`config.mk`:
```
export PLATFORM = sky130hd
export DESIGN_NAME = serial_adder_fsm
export DESIGN_NICKNAME = d
export VERILOG_FILES = /design/src/rtl/serial_adder_fsm.sv
export SDC_FILE = /design/constraint.sdc
export NUM_CORES = 1
export LEC_CHECK = 0
export BUFFER_PORTS_ARGS = -buffer_cell sky130_fd_sc_hd__clkbuf_2
export CAP_MARGIN = 20
export CORE_ASPECT_RATIO = 1.5
export CORE_UTILIZATION = 25
export DETAILED_ROUTE_END_ITERATION = 16
export GPL_ROUTABILITY_DRIVEN = 0
export GPL_TIMING_DRIVEN = 0
export PLACE_DENSITY = 0.46
export SETUP_SLACK_MARGIN = 0.1
export SLEW_MARGIN = 10
export SYNTH_ARGS = -nofsm -noshare
export SYNTH_HDL_FRONTEND = slang
export SYNTH_SLANG_ARGS = --single-unit
```
`constraint.sdc`:
```
create_clock -name clk -period 1.5 [get_ports clk]
set_input_delay 0.225 -clock clk [delete_from_list [all_inputs] [get_ports clk]]
set_output_delay 0.225 -clock clk [all_outputs]
set_load 0.03 [all_outputs]
```
`src/rtl/serial_adder_fsm.sv`:
```
// Bit-serial adder: one full_adder_hf cell, carry recirculated through a flip-flop.
// Optional two's-complement overflow output enabled by defining SERIAL_ADDER_OVF_EN.

module full_adder_hf (
    output logic sum,
    output logic carry,
    input  logic a,
    input  logic b,
    input  logic cin
);

    assign sum   = a ^ b ^ cin;
    assign carry = (a & b) | (cin & (a ^ b));

endmodule

// state | meaning
// IDLE  | waiting for start; sum/cout hold the last result
// SHIFT | one operand bit pair added per clock, LSB first
// DONE  | one-cycle done strobe, returns to IDLE unconditionally
module serial_adder_fsm #(
    parameter int WIDTH = 8
) (
    input  logic             clk,
    input  logic             rst_n,
    input  logic             start,
    input  logic [WIDTH-1:0] a,
    input  logic [WIDTH-1:0] b,
    input  logic             cin,
    output logic             busy,
    output logic             done,
    output logic [WIDTH-1:0] sum,
    output logic             cout
`ifdef SERIAL_ADDER_OVF_EN
    ,
    output logic             ovf
`endif
);

    localparam int CW = $clog2(WIDTH) + 1;
    localparam logic [CW-1:0] LAST = CW'(WIDTH - 1);

    typedef enum logic [1:0] {
        IDLE  = 2'd0,
        SHIFT = 2'd1,
        DONE  = 2'd2
    } state_t;

    state_t           state;
    state_t           state_nxt;
    logic [WIDTH-1:0] sa;
    logic [WIDTH-1:0] sb;
    logic [WIDTH-1:0] sum_q;
    logic [WIDTH-1:0] sum_shift;
    logic [CW-1:0]    cnt;
    logic             carry_q;
    logic             cout_q;
    logic             cell_sum;
    logic             cell_carry;
    logic             last_bit;

    full_adder_hf u_fa (
        .sum   (cell_sum),
        .carry (cell_carry),
        .a     (sa[0]),
        .b     (sb[0]),
        .cin   (carry_q)
    );

    // Result bits enter at the MSB so that after WIDTH shifts bit 0 lands at sum[0].
    generate
        if (WIDTH == 1) begin : g_sum_w1
            assign sum_shift = cell_sum;
        end else begin : g_sum_wn
            assign sum_shift = {cell_sum, sum_q[WIDTH-1:1]};
        end
    endgenerate

    assign last_bit = (cnt == LAST);

    always_ff @(posedge clk or negedge rst_n) begin
        if (!rst_n) begin
            state <= IDLE;
        end else begin
            state <= state_nxt;
        end
    end

    always_comb begin
        state_nxt = state;
        case (state)
            IDLE:    if (start) state_nxt = SHIFT;
            SHIFT:   if (last_bit) state_nxt = DONE;
            DONE:    state_nxt = IDLE;
            default: state_nxt = IDLE;
        endcase
    end

    always_ff @(posedge clk or negedge rst_n) begin
        if (!rst_n) begin
            sa      <= '0;
            sb      <= '0;
            sum_q   <= '0;
            cnt     <= '0;
            carry_q <= 1'b0;
            cout_q  <= 1'b0;
        end else begin
            case (state)
                IDLE: begin
                    if (start) begin
                        sa      <= a;
                        sb      <= b;
                        carry_q <= cin;
                        sum_q   <= '0;
                        cout_q  <= 1'b0;
                        cnt     <= '0;
                    end
                end
                SHIFT: begin
                    sa      <= sa >> 1;
                    sb      <= sb >> 1;
                    sum_q   <= sum_shift;
                    carry_q <= cell_carry;
                    cnt     <= cnt + CW'(1);
                    if (last_bit) begin
                        cout_q <= cell_carry;
                    end
                end
                default: begin
                end
            endcase
        end
    end

`ifdef SERIAL_ADDER_OVF_EN
    logic ovf_q;

    // Carry into the MSB is carry_q on the final edge; carry out is cell_carry.
    always_ff @(posedge clk or negedge rst_n) begin
        if (!rst_n) begin
            ovf_q <= 1'b0;
        end else if (state == IDLE && start) begin
            ovf_q <= 1'b0;
        end else if (state == SHIFT && last_bit) begin
            ovf_q <= cell_carry ^ carry_q;
        end
    end

    assign ovf = ovf_q;
`endif

    assign busy = (state == SHIFT) || (state == DONE);
    assign done = (state == DONE);
    assign sum  = sum_q;
    assign cout = cout_q;

endmodule

```
==> impl_metrics.py <==
metrics = {
    "setup_path": {
        "path_buf_inv": 2,
        "r2r-end": "cnt[3]",
        "worstPathCellList": "inv_2 > ha_4 > mux2i_4 > buf_6 > or4b_4 > nand3_2",
        "crit_type": "register to register",
        "r2r_slack_ns": -0.07,
        "worstReg2RegStart": "state[0]",
        "rr_worst_depth": 6,
        "critical_path.max_fanout": 7,
        "crit_end": "cnt[3]",
        "max_stage_delay_ns": 0.48,
        "end_kind": "register",
        "crit_path_top_delay_cell": "or4b_4",
        "required_ns": 1.73,
        "cp_top_family": "simple AND/OR/NAND/NOR gates",
        "critical_path_depth": 6,
        "startpoint": "state[0]",
        "start_kind": "register",
        "critPathArrivalTime_ns": 1.80,
    },
    "clock_tree": {
        "root_buffer": "clkbuf_8",
        "numCtsBuffers": 5,
        "cts.sinks": 32,
        "hold_buffers": 0,
        "h-tree-depth": 2,
        "clk_latency_ns": 0.29,
        "cts_buffer_depth": 2,
        "cts.clk_slew.worst_paths_ns": 0.07,
        "cts_tree": "done",
    },
    "grt": {
        "grt_overflow_total": 0,
        "antenna_found_initial": 0,
        "grt_pass1_wl_mm": 6.39,
        "grt_max_degree": 33,
        "grtUsageTotal_pct": 13.0,
        "grt_pass1_vias": 1371,
    },
    "drt": {
        "drt_iter0_markers": 22,
        "viasPerCell": 4.54,
        "wl_per_cell_microns": 13.8,
        "ant_nets": 0,
        "firstDrtPassIters": 4,
        "routed_wl_mm": 3.82,
        "num_vias": 1257,
        "post-route-drc-count": 0,
    },
    "floorplanning": {
        "coreArea_sq_um": 5830,
        "rows": 34,
        "io_pins": 31,
        "fp.dieW_microns": 65.8,
        "initial_core_util_pct": 26.2,
        "die_area_sq_um": 6430,
        "die_y_microns": 97.7,
    },
    "sta": {
        "finalHoldViolCount": 0,
        "rsz0062_at_grt": "true",
        "fmax_ghz": 0.638,
        "slew_headroom_pct": 46.2,
        "hold_ws_ns": 0.0148,
        "fin_crit_sh_pct": 104,
        "finalWorstSetupSlack_ns": -0.0664,
        "worstMarginPinSlew_ns": 0.807,
        "fin_crit_ns": 1.57,
        "slew_violations": 0,
        "clock-skew-final_ns": 0.00591,
        "setup_viol": 23,
    },
    "yosys": {
        "synth_area_sq_um": 1530,
        "synth_cells": 153,
        "ys_seq_area_share_pct": 52.4,
        "yosys.area.top_type": "dfrtp_1",
        "syn_area_per_cell_sq_um": 9.99,
        "synth_edf_count": 0,
        "synth_most_common_cell": "nand2_1",
        "yosysWarnings": 0,
        "synth-seq-cells": 32,
        "syn-num-nets": 180,
        "ys_top_cells_by_count": "38 x nand2_1, 32 x dfrtp_1, 28 x o21ai_0, 16 x mux2i_1, 7 x inv_1",
        "synthTopCellsByArea": "dfrtp_1 52%, mux2i_1 10%, nand2_1 9.3%",
        "synth_cell_type_count": 19,
        "synth_top_cell_area_share_pct": 52.4,
        "synthFlopType": "dfrtp_1",
        "synth_async_sr_flop_share_pct": 100,
    },
    "final_layout": {
        "seq_area_sq_um": 802,
        "multi_input_area_sq_um": 810,
        "final_cells": 277,
        "fillers": 600,
        "layout.nets": 231,
        "drive_above_1_share_pct": 44.9,
        "area_growth_pct": 50.5,
        "antennaDiodeCount": 0,
        "final_util_pct": 39.4,
    },
    "pwr": {
        "power.leakage_nw": 1.08,
        "ir_drop_v": 0.00116,
        "powerDensity_nw_per_um2": 2370,
    },
    "run_status": {
        "status": "finished, violations left",
        "violations": "setup timing",
    },
    "placement": {
        "dpl.hpwl_mm": 2.43,
        "io_buffers": 30,
        "placedCellCount": 255,
        "place_ws_ns": -0.205,
    },
    "flow_run": {
        "maxCapViolations": 0,
    },
    "hold_path": {
        "hold_path.class": "primary input to asynchronous set/reset pin",
    },
}
-- worst register-to-register path, cell delays in order, from the launching register on --
cell	delay [ns]
dfrtp_2	0.41
inv_2	0.07
ha_4	0.17
mux2i_4	0.18
buf_6	0.14
or4b_4	0.48
nand3_2	0.06
-- sequential cells by signal (all words and copies together) (netlist names) --
| register | cells |
|---|---|
| sum | 8 |
| carry_q | 1 |
| sb | 8 |
| cnt | 4 |
| cout | 1 |
| sa | 8 |
| state | 2 |
-- metrics by stage --
| step | TNS (ns) | cell area (sq um) | power [W] |
|---|---|---|---|
| global placement | -4.59 | 1820 | 0.00333 |
| global route | -2.18 | 2300 | 0.00584 |
| floorplan | -0.0428 | 1580 | 0.00286 |
| CTS | -0.125 | 2200 | 0.00515 |
| detailed placement | -5.28 | 1820 | 0.00335 |
| finish | -0.420 | 2300 | 0.00545 |
-- what timing repair did --
| action | in CTS | in global routing |
|---|---|---|
| pin swaps | 5 | 6 |
| setup endpoints to repair | 34 | 34 |
| gates resized for setup | 48 | 27 |
| setup buffers | 12 | 1 |
| gates cloned | 1 | 1 |
-- worst min path at each step --
stage / from / endpoint / slack (ns) / cells after the start
global placement: rst_n / state[0] / 0.38 / 1
detailed placement: rst_n / state[0] / 0.38 / 1
finish: rst_n / state[0] / 0.01 / 1
global route: rst_n / sum[2] / 0.1 / 1
CTS: rst_n / sum[2] / 0.06 / 1
floorplan: rst_n / carry_q / -0.07 / 0
-- cell families (layout without fill, tap and decap cells) --
| family | Yosys count | after routing | share of synthesized area [%] |
|---|---|---|---|
| AND/OR/NAND/NOR | 47 | 47 | 13.2 |
| flip-flops | 32 | 32 | 52.4 |
| AO/OA/AOI/OAI | 31 | 31 | 10.6 |
| multiplexers | 19 | 19 | 12.7 |
| buffers and inverters | 17 | 69 | 4.83 |
| adder cells (fa/ha/maj) | 7 | 7 | 6.22 |
-- power breakdown --
part	switching [W]	internal [W]	total, W	leakage, nW
clock network	0.000341	0.000586	0.000927	0.0645
registers	0.000240	0.00121	0.00145	0.413
logic	0.00148	0.00159	0.00307	0.604
total	0.00206	0.00339	0.00545	1.08
-- placed cells by master, fill, tap and decap left out, types with 3 or more instances in the layout --
cell	n
dfrtp_1	31
nand2_1	30
clkbuf_2	28
mux2i_1	15
o21ai_1	13
buf_4	11
clkbuf_8	10
o21ai_0	10
inv_1	5
buf_8	5
nand2_2	5
o21ai_2	5
buf_6	4
mux2_4	3
nand2_4	3
ha_4	3
-- routing by layer --
layer	global-route usage, %	part of all wire, %
met3	3.27	3.9
met4	4.01	1.2
met1	15.5	43
met5	0	0
met2	22.4	51
-- area by class of cell --
cell class                      instances  share of cell area, %
Clock buffer                            7                   4.19
Buffer                                 10                   5.39
Tap cell                               72                   3.92
Clock inverter                          1                   1.31
Inverter                                7                   1.14
Timing Repair Buffer                   44                   13.9
Multi-Input combinational cell        104                   35.2
Sequential cell                        32                   34.9
Note: power is estimated with default switching activity, not from simulation.
